--- config.mk ---
export PLATFORM = sky130hd
export DESIGN_NAME = apb_regfile_slave
export DESIGN_NICKNAME = d
export VERILOG_FILES = /design/src/rtl/apb_regfile_slave.sv
export SDC_FILE = /design/constraint.sdc
export NUM_CORES = 2
export LEC_CHECK = 0
export ABC_AREA = 1
export BUFFER_PORTS_ARGS = -buffer_cell sky130_fd_sc_hd__buf_2
export CELL_PAD_IN_SITES_DETAIL_PLACEMENT = 1
export CELL_PAD_IN_SITES_GLOBAL_PLACEMENT = 1
export CORE_UTILIZATION = 52
export DETAILED_ROUTE_END_ITERATION = 10
export PLACE_DENSITY = 0.88
export SYNTH_ARGS = -nofsm -noshare
export SYNTH_HDL_FRONTEND = slang
export SYNTH_SLANG_ARGS = --single-unit
--- constraint.sdc ---
create_clock -name clk -period 169.4 [get_ports clk]
set_clock_uncertainty 0.05 [all_clocks]
set_input_delay 0 -clock clk [delete_from_list [all_inputs] [get_ports clk]]
set_output_delay 0 -clock clk [all_outputs]
set_load 0.01 [all_outputs]
--- src/rtl/apb_regfile_slave.sv ---
// -----------------------------------------------------------------------------
// apb_regfile_slave
//
// APB completer holding a bank of NUM_REGS 32-bit registers inside one
// word-aligned address window that starts at BASE_ADDR. Register 0 is a
// read-only identification word (ID_VALUE); registers 1..NUM_REGS-1 are
// read/write and clear to zero on reset. Every transfer is stretched by
// WAIT_STATES access cycles with pready_o low, so a master's wait-state
// handling can be exercised against real RTL.
//
// Optional feature (compile-time macro APB_SLV_ERR_EN):
//   defined   - pslverr_o is raised with pready_o on a miss, on a write to
//               register 0, and on any non-word-aligned address at or above
//               the end of the window; errored writes are not committed.
//   undefined - pslverr_o is tied low; misses read as zero and writes to
//               misses or to register 0 are silently dropped.
//
// Ports:
//   clk        in   1   clock, all logic on the rising edge
//   reset      in   1   asynchronous active-high reset
//   psel_i     in   1   APB select
//   penable_i  in   1   APB enable (access phase)
//   paddr_i    in  32   byte address
//   pwrite_i   in   1   1 = write, 0 = read
//   pwdata_i   in  32   write data
//   pready_o   out  1   transfer completes when psel_i & penable_i & pready_o
//   prdata_o   out 32   read data, non-zero only while pready_o on a read
//   pslverr_o  out  1   error response, only while pready_o
//
// Parameters: BASE_ADDR, NUM_REGS (>= 2), WAIT_STATES (0..15), ID_VALUE.
// -----------------------------------------------------------------------------
module apb_regfile_slave #(
    parameter logic [31:0] BASE_ADDR   = 32'hDEAD_CA00,
    parameter int          NUM_REGS    = 64,
    parameter int          WAIT_STATES = 2,
    parameter logic [31:0] ID_VALUE    = 32'hA5B0_0016
) (
    input  logic        clk,
    input  logic        reset,
    input  logic        psel_i,
    input  logic        penable_i,
    input  logic [31:0] paddr_i,
    input  logic        pwrite_i,
    input  logic [31:0] pwdata_i,
    output logic        pready_o,
    output logic [31:0] prdata_o,
    output logic        pslverr_o
);

    localparam int         IDX_W     = $clog2(NUM_REGS);
    localparam logic [3:0] WAIT_INIT = 4'(WAIT_STATES);
`ifdef APB_SLV_ERR_EN
    localparam logic [31:0] WIN_END  = BASE_ADDR + 32'(NUM_REGS * 4);
`endif

    typedef enum logic {
        IDLE,
        ACCESS
    } state_t;

    state_t           state;
    logic [3:0]       cnt;
    logic [IDX_W-1:0] idx_q;
    logic             hit_q;
    logic             write_q;
    logic             err_q;
    logic [31:0]      wdata_q;

    // Register 0 is the constant ID word, so storage starts at index 1.
    logic [31:0]      regs [1:NUM_REGS-1];

    logic [31:0]      off;
    logic [29:0]      word_idx;
    logic             setup_hit;
    logic             setup_err;
    logic [1:0]       unused_off;
    logic             complete;
    logic             commit;
    logic [31:0]      rd_word;

    // Address decode of the live bus. Only consumed in the SETUP cycle; the
    // results are latched so later bus changes cannot affect the transfer.
    // Subtraction wraps, so an address below BASE_ADDR yields a huge index
    // and misses naturally; the explicit compare keeps the intent obvious.
    always_comb begin
        off       = paddr_i - BASE_ADDR;
        word_idx  = off[31:2];
        setup_hit = (paddr_i >= BASE_ADDR) && (word_idx < 30'(NUM_REGS));
`ifdef APB_SLV_ERR_EN
        setup_err = !setup_hit
                  || (pwrite_i && (word_idx == 30'd0))
                  || ((paddr_i >= WIN_END) && (paddr_i[1:0] != 2'b00));
`else
        setup_err = 1'b0;
`endif
    end

    // Byte-lane bits of the offset play no part in register selection.
    assign unused_off = off[1:0];

    // Transfer handshake: IDLE waits for SETUP and latches the request,
    // ACCESS counts down wait states while the master holds the enable phase.
    // Dropping psel_i in ACCESS abandons the transfer without side effects.
    always_ff @(posedge clk or posedge reset) begin
        if (reset) begin
            state   <= IDLE;
            cnt     <= 4'd0;
            idx_q   <= '0;
            hit_q   <= 1'b0;
            write_q <= 1'b0;
            err_q   <= 1'b0;
            wdata_q <= 32'd0;
        end else begin
            case (state)
                IDLE: begin
                    if (psel_i && !penable_i) begin
                        idx_q   <= word_idx[IDX_W-1:0];
                        hit_q   <= setup_hit;
                        write_q <= pwrite_i;
                        err_q   <= setup_err;
                        wdata_q <= pwdata_i;
                        cnt     <= WAIT_INIT;
                        state   <= ACCESS;
                    end
                end
                ACCESS: begin
                    if (!psel_i) begin
                        state <= IDLE;
                    end else if (penable_i) begin
                        if (cnt == 4'd0) begin
                            state <= IDLE;
                        end else begin
                            cnt <= cnt - 4'd1;
                        end
                    end
                end
            endcase
        end
    end

    assign complete = (state == ACCESS) && psel_i && penable_i && (cnt == 4'd0);
    assign commit   = complete && write_q && hit_q && !err_q && (idx_q != '0);

    // Register bank: writes land only on the completion edge and use the
    // latched data, so a reset or abort before that edge leaves it untouched.
    always_ff @(posedge clk or posedge reset) begin
        if (reset) begin
            for (int i = 1; i < NUM_REGS; i++) begin
                regs[i] <= 32'd0;
            end
        end else if (commit) begin
            regs[idx_q] <= wdata_q;
        end
    end

    // Outputs derive from registered state only, never from the live bus.
    assign rd_word   = (idx_q == '0) ? ID_VALUE : regs[idx_q];
    assign pready_o  = (state == ACCESS) && (cnt == 4'd0);
    assign prdata_o  = (pready_o && !write_q && hit_q) ? rd_word : 32'd0;
    assign pslverr_o = pready_o && err_q;

endmodule

==> reports/summary.txt <==
Setup Fix Bufs, Post-CTS -> 0
worst-path fanout max -> 55
Synthesized Nets -> 10.2k
Netlist cell types -> 43
CTS resizes -> 0
pwr dens -> 11.5 nW/um^2
crit path capture type -> output port
Routed Wire Length -> 364000 um
Post-Syn Area -> 87400 um^2
Final Setup Violations -> 0
Worst-path clk slew -> 0.06 ns
global-route wire length before repair -> 546000 um
ys flop type -> dfrtp_1
hold slack -> 0.0675 ns
Mean Syn Cell Area -> 8.65 um^2
outcome -> completed
die footprint -> 170000 um^2
number of vias per cell -> 6.72
Max Fclk -> 130 MHz
ratio of cells with drive above 1 in the final layout -> 7.21%
cts hold-fix bufs -> 91
Post-DP Area -> 88900 um^2
Yosys warning count -> 0
Register-to-Register Setup Slack -> 164.48 ns
Place WS -> 163.12 ns
Yosys reg bits -> 2061
overall power -> 1.12 mW
# H-tree levels -> 4
die height -> 412 um
detailed placement HPWL -> 188000 um
commonest non-fill, non-tap cell in the layout -> nand2_1
Post-synth EDFFs -> 0
Fin. Hold Viols -> 0
Final Core Density -> 58.0%
Worst R2R Start -> idx_q[0]
nets@finish -> 9908
Die Span X -> 412 um
critical path startpoint category -> register
antenna violations before repair -> 12
ANT nets after route -> 0
post-route DRC violation count -> 0
Worst path max stage delay -> 0.78 ns
Tcrit/Tclk final -> 4.55%
Placed Cells -> 11.7k
multi-input logic area -> 32100 um^2
Area Overhead vs Synth -> 10.9%
GRT Resource Usage Total -> 42.9%
Max clock buf depth -> 3
port bufs -> 99
fin cells -> 12.2k
Crit-path slowest cell -> buf_4
Leak -> 43.8 nW
Cell Rows -> 150
Mapped Cells -> 10.1k
HP Start -> pwdata_i[13]
Max-Cap Viols -> 0
Seq. cell area -> 51600 um^2
Post-synth ARST share -> 100%
Hold EP -> wdata_q[13]
CTS buffer count -> 208
leading cell types in the layout, fill and taps excluded -> 3706 x nand2_1, 2158 x o21ai_0, 2061 x dfrtp_1
Hold WC Path Type -> primary input to register
root buf cell -> clkbuf_16
maximum vdd drop -> 0.0000139 V
Initial Util -> 52.3%
WP data arrival -> 7.66 ns
grt met1 use -> 52.2%
critical path type -> register to output port
met2 usage -> 65.5%
Period minus WS final -> 7.71 ns
number of global-route vias before repair -> 87.3k
detailed-route wire length per cell -> 29.8 um
Slew @ Worst Pin -> 1.32 ns
fin area -> 97000 um^2
Critical Path, Cell by Cell -> buf_4 -> inv_2 -> nand3_2 -> buf_4 -> inv_8 -> buf_4 -> buf_4 -> buf_4 -> buf_4 -> a22oi_1 -> nand3_1 -> nand2_1 -> nand2_1 -> nor2_1 -> a21oi_1 -> buf_2
Filler cells -> 19.1k
met3 usage -> 11.8%
Hold Path Stages -> 4
TNS Setup -> 0 ns
CTS tree -> done
Worst R2R End -> regs[120]
vias post-DR -> 82.2k
max-slew violation count -> 0
total grt overflow -> 0
grt peak-use layer -> met2
DRT iter0 DRCs -> 10.7k
largest net degree at the start of global routing -> 180
gpl congestion -> 0.876
first-pass detailed-route iteration total -> 8
WP data required -> 169.35 ns
sequential area share after synthesis -> 59.0%
post-route setup slack -> 161.69 ns
RSZ-0062 raised after global routing -> false
clk_lat worst skew -> 0.88 ns
FF-to-FF path depth -> 11
CORE AREA -> 167000 um^2
Crit path top cell by count -> buf_4
Ports -> 103
Slew HR -> 11.1%
Sink Count -> 2061
-- critical path, delay by kind of cell (launching register included) --
family | cells | cell delay [ns]
AOI/OAI and AO/OA | 2 | 0.73
buffers and inverters | 9 | 4.64
DFF | 1 | 0.39
and+or+nand+nor | 5 | 0.87
-- Yosys cell counts, types with 2 or more instances --
| library cell | instances | area share [%] |
|---|---|---|
| o21ai_0 | 2159 | 12 |
| nor2_1 | 126 | 0.54 |
| a21oi_1 | 96 | 0.55 |
| a21boi_0 | 2 | 0.017 |
| nor3_2 | 2 | 0.023 |
| a22o_1 | 40 | 0.40 |
| o21a_1 | 5 | 0.043 |
| o21ai_1 | 77 | 0.44 |
| inv_2 | 5 | 0.021 |
| a211oi_1 | 5 | 0.043 |
| nand3_2 | 3 | 0.034 |
| a22oi_1 | 277 | 2.4 |
| nand2_1 | 3729 | 16 |
| clkinv_1 | 35 | 0.15 |
| nand3_1 | 149 | 0.85 |
| inv_1 | 124 | 0.53 |
| nand3b_1 | 8 | 0.069 |
| clkbuf_1 | 726 | 3.1 |
| nand2_2 | 41 | 0.29 |
| ha_1 | 2 | 0.029 |
| buf_1 | 34 | 0.15 |
| a221oi_1 | 2 | 0.020 |
| nor3_1 | 9 | 0.052 |
| dfrtp_1 | 2061 | 59 |
| nor2_4 | 7 | 0.090 |
| o2111ai_1 | 24 | 0.24 |
| o2bb2ai_1 | 5 | 0.050 |
| nand4_1 | 271 | 1.9 |
| buf_2 | 71 | 0.41 |
-- cell families (layout without fill, tap and decap cells) --
logic type / Yosys count / count (layout) / synth area share [%]
buffers and inverters: 996 / 898 / 4.38
flip-flops: 2061 / 2061 / 59.0
adder cells (fa/ha/maj): 2 / 2 / 0.0286
XOR/XNOR: 2 / 2 / 0.0200
other: 1 / 12 / 0.00429
AO/OA/AOI/OAI: 2695 / 2695 / 16.6
AND/OR/NAND/NOR: 4352 / 4352 / 20.0
-- power breakdown --
group	switching, mW	internal, mW
registers	0.00249	0.495
logic	0.119	0.0125
clock network	0.213	0.276
-- layer usage --
layer	vias up	share of wire [%]
met5	-	0.019
met3	1784	11
met1	41700	36
met2	5687	45
li1	33000	-
met4	10	8.4
-- worst max path at each step --
stage / start / endpoint / depth (start not counted)
2_1_floorplan: reset / cnt[0] / 1
3_3_place_gp: idx_q[0] / prdata_o[19] / 16
3_5_place_dp: idx_q[0] / prdata_o[19] / 16
4_1_cts: idx_q[0] / prdata_o[19] / 16
5_1_grt: idx_q[0] / prdata_o[11] / 16
6_report: idx_q[0] / prdata_o[19] / 16
-- layout make-up --
| class | count | area share, % |
|---|---|---|
| repair buffers | 350 | 2.79 |
| flip-flops and latches | 2061 | 53.2 |
| diodes | 11 | 0.0284 |
| inverters | 164 | 0.702 |
| clock buffers | 317 | 6.54 |
| clock inverters | 67 | 0.768 |
| multi-input cells | 7052 | 33.1 |
| well taps | 2204 | 2.84 |
-- sequential cells by signal, indices dropped and copies added (netlist names) --
| signal | flops |
|---|---|
| cnt | 4 |
| hit_q | 1 |
| idx_q | 6 |
| regs | 2016 |
| state | 1 |
| wdata_q | 32 |
| write_q | 1 |
(Power assumes the default switching activity.)
